`config.mk`:
```
export PLATFORM = sky130hd
export DESIGN_NAME = tr_step_monitor
export DESIGN_NICKNAME = d
export VERILOG_FILES = /design/src/rtl/tr_pkg.sv /design/src/rtl/tr_edge_sync.sv /design/src/rtl/tr_step_monitor.sv
export SDC_FILE = /design/constraint.sdc
export NUM_CORES = 1
export LEC_CHECK = 0
export ABC_AREA = 1
export BUFFER_PORTS_ARGS = -buffer_cell sky130_fd_sc_hd__buf_2
export CAP_MARGIN = 20
export CORE_MARGIN = 2
export CORE_UTILIZATION = 45
export CTS_BUF_LIST = sky130_fd_sc_hd__clkbuf_4 sky130_fd_sc_hd__clkbuf_8 sky130_fd_sc_hd__clkbuf_16
export DETAILED_ROUTE_END_ITERATION = 7
export GPL_TIMING_DRIVEN = 0
export HOLD_SLACK_MARGIN = 0.02
export PLACE_DENSITY = 0.6
export RECOVER_POWER = 100
export SLEW_MARGIN = 30
export SYNTH_ARGS = -nofsm -noshare
export SYNTH_HDL_FRONTEND = slang
export SYNTH_SLANG_ARGS = --single-unit
```
`constraint.sdc`:
```
create_clock -name clk -period 7.8 [get_ports clk]
set_clock_uncertainty 0.2 [all_clocks]
set_input_delay 1.17 -clock clk [delete_from_list [all_inputs] [get_ports clk]]
set_output_delay 1.17 -clock clk [all_outputs]
set_load 0.03 [all_outputs]
```
`src/rtl/tr_pkg.sv`:
```
// Shared types and constants for the stepper tracking controller and its monitors.
package tr_pkg;

  typedef enum logic [1:0] {
    IDLE  = 2'd0,
    ARMED = 2'd1,
    TRACK = 2'd2
  } tr_state_t;

  localparam int unsigned ERR_SHORT  = 0;
  localparam int unsigned ERR_DIR    = 1;
  localparam int unsigned ERR_DIS    = 2;
  localparam int unsigned ERR_W      = 3;
  localparam int unsigned TR_PER_W   = 17;
  localparam int unsigned SYNC_CNT_W = 8;

  function automatic logic [SYNC_CNT_W-1:0] sat_inc(input logic [SYNC_CNT_W-1:0] v);
    return (v == '1) ? v : v + SYNC_CNT_W'(1);
  endfunction

endpackage

```
`src/rtl/tr_edge_sync.sv`:
```
// Registers a 1-bit input; reports level, edges and a saturating cycles-since-change count.
module tr_edge_sync
  import tr_pkg::*;
#(
  parameter logic INIT = 1'b0
) (
  input  logic                  clk,
  input  logic                  rst,
  input  logic                  d,
  output logic                  level,
  output logic                  rise_c,
  output logic                  fall_c,
  output logic [SYNC_CNT_W-1:0] stable
);

  logic prev;

  // prev resets equal to level so the first sampled value cannot fake an edge
  always_ff @(posedge clk) begin
    if (!rst) begin
      level  <= INIT;
      prev   <= INIT;
      stable <= '1;
    end else begin
      prev   <= level;
      level  <= d;
      stable <= (d != level) ? '0 : sat_inc(stable);
    end
  end

  assign rise_c = level & ~prev;
  assign fall_c = ~level & prev;

endmodule

```
`src/rtl/tr_step_monitor.sv`:
```
// Stepper drive receiver: position count, step period measurement and timing checks.
module tr_step_monitor
  import tr_pkg::*;
#(
  parameter int unsigned POS_W     = 32,
  parameter int unsigned PER_W     = TR_PER_W,
  parameter int unsigned MIN_HIGH  = 2,
  parameter int unsigned DIR_SETUP = 2,
  parameter int unsigned TIMEOUT   = 100000
) (
  input  logic                    clk,
  input  logic                    rst,
  input  logic                    drv_step,
  input  logic                    drv_dir,
  input  logic                    drv_enable_SM,
  input  logic                    pos_clear,
  input  logic                    err_clr,
  output logic signed [POS_W-1:0] position,
  output logic        [PER_W-1:0] period,
  output logic                    period_valid,
  output logic                    moving,
  output logic        [ERR_W-1:0] step_err
);

  logic                  step_q, step_rise, step_fall;
  logic                  dir_q, dir_rise, dir_fall;
  logic [SYNC_CNT_W-1:0] step_stable, dir_stable, high_cnt;
  logic                  en_q;
  logic [PER_W-1:0]      cnt;
  tr_state_t             state;
  logic                  accept_c;
  logic                  dir_bad_c;
  logic [ERR_W-1:0]      new_err_c;

  tr_edge_sync #(.INIT(1'b1)) u_step_sync (
    .clk    (clk),
    .rst    (rst),
    .d      (drv_step),
    .level  (step_q),
    .rise_c (step_rise),
    .fall_c (step_fall),
    .stable (step_stable)
  );

  tr_edge_sync #(.INIT(1'b0)) u_dir_sync (
    .clk    (clk),
    .rst    (rst),
    .d      (drv_dir),
    .level  (dir_q),
    .rise_c (dir_rise),
    .fall_c (dir_fall),
    .stable (dir_stable)
  );

  assign accept_c  = step_rise && (state != IDLE);
  assign dir_bad_c = dir_rise | dir_fall | (32'(dir_stable) < DIR_SETUP);

  always_comb begin
    new_err_c            = '0;
    new_err_c[ERR_SHORT] = step_fall && (32'(high_cnt) < MIN_HIGH);
    new_err_c[ERR_DIR]   = step_rise && dir_bad_c;
    new_err_c[ERR_DIS]   = step_rise && (state == IDLE);
  end

  // high_cnt resets saturated so a pulse straddling reset never reads as short
  always_ff @(posedge clk) begin
    if (!rst) begin
      en_q         <= 1'b0;
      high_cnt     <= '1;
      cnt          <= '0;
      state        <= IDLE;
      position     <= '0;
      period       <= '0;
      period_valid <= 1'b0;
      moving       <= 1'b0;
      step_err     <= '0;
    end else begin
      en_q         <= drv_enable_SM;
      period_valid <= 1'b0;
      if (step_q) high_cnt <= sat_inc(step_stable);
      step_err <= (err_clr ? '0 : step_err) | new_err_c;

      if (pos_clear)     position <= '0;
      else if (accept_c) position <= dir_q ? position + POS_W'(1) : position - POS_W'(1);

      if (state == IDLE)  cnt <= '0;
      else if (accept_c)  cnt <= PER_W'(1);
      else if (cnt != '1) cnt <= cnt + PER_W'(1);

      if (accept_c && state == TRACK) begin
        period       <= cnt;
        period_valid <= 1'b1;
      end

      case (state)
        IDLE: if (en_q) state <= ARMED;
        ARMED: begin
          if (!en_q) state <= IDLE;
          else if (accept_c) begin
            state  <= TRACK;
            moving <= 1'b1;
          end
        end
        TRACK: begin
          if (!en_q) begin
            state  <= IDLE;
            moving <= 1'b0;
          end else if (!accept_c && 32'(cnt) == TIMEOUT) begin
            state  <= ARMED;
            moving <= 1'b0;
          end
        end
        default: begin
          state  <= IDLE;
          moving <= 1'b0;
        end
      endcase
    end
  end

endmodule

```
==> run metrics, run 1 <==
Synth area leaders dfxtp_1 (31%), nand2_1 (17%), inv_1 (11%), nor2_1 (7.3%), ha_1 (6.7%); crit path capture position[31]; grt met2 use 0.357; worst r2r src u_dir_sync.level; most frequent cells in the layout nand2_1 (301), inv_1 (195), nor2_1 (131); Worst R2R Path Depth 13; register area share after synthesis 0.307; H-tree depth 3; WP depth 13; sw power 0.338 mW; Yosys Warn Count 0; Layout Cells excl Fill 1,309; Mapped Nets 1,092; Reg-to-Reg End position[31]; setup bufs post-CTS 0; FF+latch count, synth 101; Die X-Extent 125 um; post-route antenna net violation count 0; CP top delay family simple AND/OR/NAND/NOR gates; crit start category flip-flop; worst min path class reg -> reg; Num CTS Buffers 9; CTS root buffer clkbuf_16; most common cell after layout, fill and taps aside nand2_1; CTS resizes 0; Comb power frac 0.124; Synth cell types 46; Critical Path AT 3310 ps; Hold Slack 271 ps; launch point of the worst path u_dir_sync.level; power density cells 158 nW/um^2; Post-synth ARST share 0; largest net degree at the start of global routing 31; Final Max Slew Viols 0; Final Hold Viols 0; worst skew pair latency 360 ps; number of core rows 44; hold_buf cts 0; Nets 1,163; Mapped Avg Cell Area 6.27 um^2; final total power 1.15 mW; maxcap violations 0; Placer Congestion 0.910; Worst Path Max Fanout 30; number of enable flip-flop cells after synthesis 0; DRC 0; P_int 0.809 mW; Synth Cell Area 6580 um^2; vias 6,177; Design Area, Final 7260 um^2; total I/O pin count 61; Flop pwr share 0.476; status finished, final reports clean; antenna fix cells 0; CTS tree built; Routed WL per cell 12.2 um; Relative slew margins 0.229; Yosys top cell area share 0.307; initial core utilization 0.456; Required @ worst endpoint 7860 ps; placed cell count 1,293; Worst Setup End Kind flip-flop; global-route wire length before repair 27.4 mm; Max stage delay on crit path 620 ps; Die Area 15,600 um^2; post-layout min period 3240 ps; Pre-Repair DR Iteration Count 5; clock sinks 101; crit path max-delay cell type ha_1; met3 usage 0.0271; r2r setup slk 4560 ps; Post-DP HPWL 12.2 mm; Sw Share 0.295; Starting DRT DRC Count 261; share of post-route cells with drive strength above 1 0.0462; GRT busiest layer met2; TNS Setup 0 ps; clk buf depth 2; Final period util 0.416; Cells after Synth 1,049; drt total wl 16.0 mm; Area after DPL 7110 um^2; met1 usage 0.279; RSZ-0062 raised after global routing false; die height 125 um; Max Clk Rate 0.308 GHz; Leakage 3.87 nW; slew at the pin closest to its max-slew limit 1160 ps; final-report setup violation count 0; Synth Flop Type dfxtp_1; Overall Global Routing Usage 0.212; vias in the first global route 5,890; clock slew at reported path FFs 80 ps; GRT overflow 0; peak supply drop 0.0905 mV; critical path's most frequent cell nand2_1; Syn-to-layout area delta 10.3%; initial antenna violation count 0; Clock Power Share 0.401; port buffer count 60; Vias/cell 4.72; WP buf/inv 3; critical path, cell by cell clkbuf_1, inv_1, ha_1, nand2_1, nor2_1, and2_0, nand2_1, nand2_1, nand2_1, nand3_1, nand3_1, nand2_1, inv_1; Core Area 14,400 um^2; WS Path Type reg -> reg; leading area contributor after synthesis dfxtp_1
-- layout make-up --
class	count	area [um^2]
plain buffers	19	120
clock buffers	10	233
clock inverters	6	60.1
fillers	1608	7170
inverters	202	758
multi-input cells	727	3600
flip-flops and latches	101	2020
well taps	184	230
repair buffers	60	230
-- worst min path at each step --
stage / startpoint / end / slack, ps / cells past startpoint
floorplan: cnt[8] / cnt[8] / 240 / 1
global placement: step_err[0] / step_err[0] / 250 / 2
detailed placement: step_err[1] / step_err[1] / 250 / 2
CTS: step_err[1] / step_err[1] / 270 / 2
global route: step_err[2] / step_err[2] / 290 / 2
finish: step_err[1] / step_err[1] / 270 / 2
-- cells in the mapped netlist, types with 11 or more instances --
master / n
nor2_1: 128
nor3_1: 11
inv_1: 194
o21ai_0: 41
nand3_1: 59
dfxtp_1: 101
nand4_1: 11
ha_1: 35
a21oi_1: 59
xor2_1: 18
nand2_1: 297
o21ai_1: 14
-- state kept, by name, indices dropped and copies added (netlist names), 2 cells and up --
name and cells:
position 32, state 2, u_dir_sync.stable 8, period 17, high_cnt 7, step_err 3, u_step_sync.stable 8, cnt 17
-- power by group through the flow --
stage	clock (mW)	sequential, mW	combinational [mW]
global route	0.486	0.549	0.165
global placement	0	0.558	0.142
CTS	0.473	0.546	0.144
detailed placement	0	0.558	0.143
floorplan	0	0.557	0.111
finish	0.460	0.546	0.142
-- metrics by stage --
stage | setup WS [ps] | utilization
6_report | 4560 | 0.503
2_1_floorplan | 5300 | -
4_1_cts | 4980 | 0.513
5_1_grt | 4290 | 0.503
3_5_place_dp | 4940 | 0.493
3_3_place_gp | 4620 | 0.493
-- layer usage --
layer,part of all wire,wire (um)
met1,0.50,7920
met2,0.46,7270
met3,0.026,413
met4,0.022,359
met5,0,0
-- worst min-delay path, cell delays in order, from the launching register on --
cell	delay, ps
dfxtp_1	310
nand2_1	60
a21oi_1	50
-- logic make-up (layout without fill, tap and decap cells) --
family,after synthesis,after routing,share of synthesized area
compound gates,130,130,0.107
flops,101,101,0.307
buf+inv,221,297,0.134
fa+ha+maj,36,36,0.0696
xor+xnor,21,21,0.0291
simple gates,540,540,0.354
Power figures use the tool's default switching activity.
==> run 2: changes to the inputs <==
==> constraint.sdc (replaced) <==
create_clock -name clk -period 3.13 [get_ports clk]
set_clock_uncertainty 0.2 [all_clocks]
set_input_delay 0.4695 -clock clk [delete_from_list [all_inputs] [get_ports clk]]
set_output_delay 0.4695 -clock clk [all_outputs]
set_load 0.03 [all_outputs]
==> run 2 against run 1 <==
  * Flip-flop and latch count unchanged
  * Combinational power grew 150%
  * Sequential power up 150%
  * Sequential share of layout area barely moved
  * Worst setup slack lost 4300 ps
  * Utilization hardly changed
  * Fmax is 12% higher
  * Wire length rose by 0.12%
  * First-iteration DRC count up 1.1%
==> run metrics, run 2 (synthesis gave the netlist of run 1 again) <==
WS Path Type reg -> reg; power density cells 394 nW/um^2 (+150%); share of post-route cells with drive strength above 1 0.0480 (+0.00178); fillcell total 1,610 (+0.12%); maxcap violations 0 (unchanged); final-report setup violation count 0 (unchanged); antenna fix cells 0 (unchanged); slew at the pin closest to its max-slew limit 847 ps (-309 ps); grt met2 use 0.357 (unchanged); RSZ-0062 raised after global routing false; CTS tree built; vias in the first global route 5,890 (unchanged); port buffer count 60 (unchanged); largest net degree at the start of global routing 31 (unchanged); Worst Path Max Fanout 10 (-67%); max reg flops 32 (unchanged); number of core rows 44 (unchanged); Starting DRT DRC Count 264 (+1.1%); Final Max Slew Viols 0 (unchanged); GRT busiest layer met2; Pre-Repair DR Iteration Count 4 (-1); met1 usage 0.279 (unchanged); worst min path class in -> reg; Overall Global Routing Usage 0.212 (unchanged); Worst Setup End Kind flip-flop; Worst R2R Path Depth 8 (-5); peak supply drop 0.224 mV (+150%); met3 usage 0.0271 (unchanged); Num CTS Buffers 9 (unchanged); Nets 1,163 (unchanged); initial antenna violation count 0 (unchanged); final total power 2.86 mW (+150%); Die Area 15,600 um^2 (unchanged); most common cell after layout, fill and taps aside nand2_1; Hold Slack 96.8 ps (-175 ps); Max Clk Rate 0.345 GHz (+12%); crit start category flip-flop; drt total wl 16.0 mm (+0.12%); Largest regs position x32, cnt x17, period x17; Post-DP HPWL 12.2 mm (unchanged); Core Util, Final 0.503 (about the same); multi-input logic area 3610 um^2 (+0.21%); post-layout min period 2900 ps (-343 ps); post-route antenna net violation count 0 (unchanged); Final period util 0.927 (+0.511); Leakage 3.86 nW (-0.22%); global-route wire length before repair 27.4 mm (unchanged); Relative slew margins 0.433 (+0.204); Final Hold Viols 0 (unchanged); most frequent cells in the layout nand2_1 (299), inv_1 (196), nor2_1 (132); worst hold path stage count 3 (+1); hold_buf cts 0 (unchanged); clock slew at reported path FFs 80 ps (about the same); Critical Path AT 2960 ps (-350 ps); Die X-Extent 125 um (unchanged); vias 6,190 (+0.21%); Placer Congestion 0.910 (unchanged); DRC 0 (unchanged); die height 125 um (unchanged); total I/O pin count 61 (unchanged); setup bufs post-CTS 0 (unchanged); CTS resizes 0 (unchanged); Syn-to-layout area delta 10.3% (about the same); clock sinks 101 (unchanged); Core Area 14,400 um^2 (unchanged); Vias/cell 4.73 (+0.21%); largest reg by FF count position; worst skew pair latency 360 ps (about the same); FF/Latch Area 2020 um^2 (unchanged); clk buf depth 2 (unchanged); status finished, final reports clean; GRT overflow 0 (unchanged); Required @ worst endpoint 3190 ps (-4670 ps); H-tree depth 3 (unchanged); CTS root buffer clkbuf_16; initial core utilization 0.456 (unchanged); Routed WL per cell 12.2 um (+0.12%)
==> run 2: cell types whose count changed in the layout (fill, tap and decap cells not counted), sizes merged <==
cell    before  now
inv        207  205
clkinv       1    3
clkbuf      76   77
buf         13   12
==> run 2: where the power goes <==
part	switching, mW	leakage (nW)	total, mW	internal [mW]
Combinational	0.237	2.89	0.352	0.115
Sequential	0.0332	0.822	1.36	1.33
Clock	0.572	0.147	1.15	0.576
==> run 2: layout make-up <==
type,instances,area share
multi-input cells,727,0.498
plain buffers,19,0.0147
clock buffers,10,0.0321
well taps,184,0.0317
inverters,202,0.105
clock inverters,6,0.00828
flip-flops and latches,101,0.279
repair buffers,60,0.0321
==> run 2: worst paths after layout <==
path,from,to,slack (ps)
worst min-delay path,drv_enable_SM,en_q,100
worst min register to register,step_err[1],step_err[1],270
worst max register to register,u_step_sync.level,position[25],230
worst max-delay path,u_step_sync.level,position[25],230
==> run 2: layer usage <==
| metal | part of all wire | vias to the layer above |
|---|---|---|
| li1 | - | 3408 |
| met1 | 0.50 | 2681 |
| met2 | 0.46 | 80 |
| met3 | 0.025 | 21 |
| met4 | 0.023 | 0 |
| met5 | 0 | - |
==> run 2: through the flow <==
| stage | std cells | setup WS [ps] | instance area, um^2 | setup TNS, ps |
|---|---|---|---|---|
| CTS | 1309 | 315 | 7400 | 0 |
| global route | 1309 | 55.0 | 7250 | 0 |
| floorplan | 1049 | 634 | 6580 | 0 |
| global placement | 1293 | -52.4 | 7110 | -162 |
| finish | 1309 | 228 | 7250 | 0 |
| detailed placement | 1293 | 326 | 7110 | 0 |
==> run 2: critical path: stages, from the launching register on <==
cell      delay, ps
dfxtp_1         400
clkinv_1        110
nor2_1          430
clkinv_1        240
nor2_1          690
clkbuf_2        410
nand3_1         190
nand2_1          90
inv_1            30
==> run 3: changes to the inputs <==
--- a/config.mk
+++ b/config.mk
@@ -9,12 +9,12 @@
 export BUFFER_PORTS_ARGS = -buffer_cell sky130_fd_sc_hd__buf_2
 export CAP_MARGIN = 20
 export CORE_MARGIN = 2
-export CORE_UTILIZATION = 45
+export CORE_UTILIZATION = 60
 export CTS_BUF_LIST = sky130_fd_sc_hd__clkbuf_4 sky130_fd_sc_hd__clkbuf_8 sky130_fd_sc_hd__clkbuf_16
 export DETAILED_ROUTE_END_ITERATION = 7
 export GPL_TIMING_DRIVEN = 0
 export HOLD_SLACK_MARGIN = 0.02
-export PLACE_DENSITY = 0.6
+export PLACE_DENSITY = 0.77
 export RECOVER_POWER = 100
 export SLEW_MARGIN = 30
 export SYNTH_ARGS = -nofsm -noshare
==> run 3 against run 2 <==
  * Worst hold slack worse by 33 ps
  * Final cell count down 3.4%
  * Global-route usage up 6.2 points
  * Sequential power about the same
  * Combinational power about the same
  * Sequential share of layout area up 0.71 points
  * Register-to-register slack better by 120 ps
  * Critical path depth up 7
  * Wire length down 5.5%
  * First-iteration DRC count down 4.9%
  * Critical endpoint unchanged
==> run metrics, run 3 (synthesis gave the netlist of run 1 again) <==
status finished, final reports clean; Starting DRT DRC Count 251 (-4.9%); Final Hold Viols 0 (unchanged); clock slew at reported path FFs 100 ps (+20 ps); H-tree depth 3 (unchanged); r2r setup slk 350 ps (+120 ps); placed cell count 1,249 (-3.4%); fillcell total 1,083 (-33%); clk buf depth 2 (unchanged); critical path's most frequent cell nand2_1; hold_buf cts 0 (unchanged); Max Clk Rate 0.359 GHz (+4.2%); CP top delay family simple AND/OR/NAND/NOR gates; Layout Cells excl Fill 1,265 (-3.4%); most common cell after layout, fill and taps aside nand2_1; WP depth 15 (+7); Worst Setup End Kind flip-flop; peak supply drop 0.313 mV (+40%); Die Area 11,800 um^2 (-24%); WS Path Type reg -> reg; Max stage delay on crit path 500 ps (-190 ps); multi-input logic area 3600 um^2 (-0.28%); Placer Congestion 0.957 (+5.2%); largest net degree at the start of global routing 31 (unchanged); worst min path class in -> reg; Worst Path Max Fanout 30 (+20); crit path max-delay cell type inv_2; Nets 1,163 (unchanged); CTS tree built; global-route wire length before repair 25.8 mm (-6.0%); RSZ-0062 raised after global routing false; vias in the first global route 5,809 (-1.4%); initial antenna violation count 0 (unchanged); power density cells 354 nW/um^2 (-10%); Routed WL per cell 11.9 um (-2.2%); Core Area 10,700 um^2 (-26%); max reg flops 32 (unchanged); DRC 0 (unchanged); Design Area, Final 7070 um^2 (-2.5%); maxcap violations 0 (unchanged); Final Max Slew Viols 0 (unchanged); share of post-route cells with drive strength above 1 0.0444 (-0.00356); most frequent cells in the layout nand2_1 (300), inv_1 (197), nor2_1 (133); FF/Latch Area 2020 um^2 (unchanged); total I/O pin count 61 (unchanged); Area after DPL 7050 um^2 (-0.77%); Required @ worst endpoint 3230 ps (+40 ps); Vias/cell 4.95 (+4.6%); critical path, cell by cell clkbuf_2, inv_2, ha_1, nand2_1, nand2_1, nand2_1, nand2_1, inv_1, nand3_1, nand2_1, nand3_1, nand2_1, nand3_1, nand2_1, inv_1; drt total wl 15.1 mm (-5.5%); Syn-to-layout area delta 7.51%; Largest regs position x32, cnt x17, period x17; CTS root buffer clkbuf_8; crit start category flip-flop; post-route antenna net violation count 0 (unchanged); GRT overflow 0 (unchanged); worst skew pair latency 390 ps (+30 ps); setup bufs post-CTS 0 (unchanged); Num CTS Buffers 9 (unchanged); vias 6,256 (+1.1%); number of core rows 38 (-14%); Leakage 3.80 nW (-1.4%); Post-DP HPWL 11.6 mm (-4.9%); initial core utilization 0.612 (+0.156); final total power 2.50 mW (-12%); CTS resizes 0 (unchanged); largest reg by FF count position; Pre-Repair DR Iteration Count 4 (unchanged); slew at the pin closest to its max-slew limit 724 ps (-123 ps); Critical Path AT 2880 ps (-80 ps); antenna fix cells 0 (unchanged); worst hold path stage count 3 (unchanged); post-layout min period 2780 ps (-117 ps); clock sinks 101 (unchanged); WP buf/inv 4 (unchanged); Relative slew margins 0.516 (+0.0826); Die X-Extent 109 um (-13%); final-report setup violation count 0 (unchanged); Hold Slack 64.2 ps (-32.7 ps); Final period util 0.890 (-0.0375); Worst R2R Path Depth 15 (+7); port buffer count 60 (unchanged); Overall Global Routing Usage 0.273 (+0.0620); die height 109 um (-13%)
-- run 3: cell count changes in the layout (fill, tap and decap cells not counted), moves of 2 or more --
| cell | previous run | this run |
|---|---|---|
| inv_6 | 3 | 1 |
| o21ai_1 | 6 | 3 |
| clkbuf_1 | 64 | 67 |
| inv_8 | 3 | 0 |
| clkinv_1 | 3 | 1 |
| clkbuf_8 | 0 | 10 |
| clkbuf_16 | 9 | 0 |
| clkinv_2 | 0 | 2 |
| o21ai_0 | 49 | 52 |
| clkbuf_2 | 3 | 1 |
-- run 3: cell type report --
type | instances | share of cell area
Clock inverter | 5 | 0.00495
Tap cell | 140 | 0.0248
Clock buffer | 11 | 0.0205
Timing Repair Buffer | 60 | 0.0327
Inverter | 202 | 0.107
Sequential cell | 101 | 0.286
Buffer | 19 | 0.0147
Multi-Input combinational cell | 727 | 0.509
-- run 3: metal layers --
layer / vias up / global-route usage / share of wire
met5: - / 0 / 0
met4: 0 / 0.104 / 0.024
met3: 25 / 0.0478 / 0.041
met2: 102 / 0.460 / 0.46
met1: 2742 / 0.349 / 0.48
li1: 3387 / - / -
-- run 3: worst min-delay path, stage by stage --
cell,delay (ps)
buf_2,80
nand2_1,40
inv_1,40
-- run 3: worst paths after layout --
path | start | endpoint
min | drv_enable_SM | en_q
max | u_dir_sync.level | position[25]
min reg2reg | step_err[0] | step_err[0]
max reg2reg | u_dir_sync.level | position[25]
-- run 3: power by group --
part / internal [mW] / switching (mW) / total, mW
clock: 0.322 / 0.473 / 0.794
sequential: 1.33 / 0.0335 / 1.36
combinational: 0.114 / 0.235 / 0.350
total: 1.76 / 0.742 / 2.50
-- run 3: metrics by stage --
stage	setup TNS [ps]	util	setup WS, ps
2_1_floorplan	0	-	634
3_3_place_gp	-12.2	0.656	-7.78
3_5_place_dp	0	0.656	362
4_1_cts	0	0.673	333
5_1_grt	0	0.658	72.2
6_report	0	0.658	346
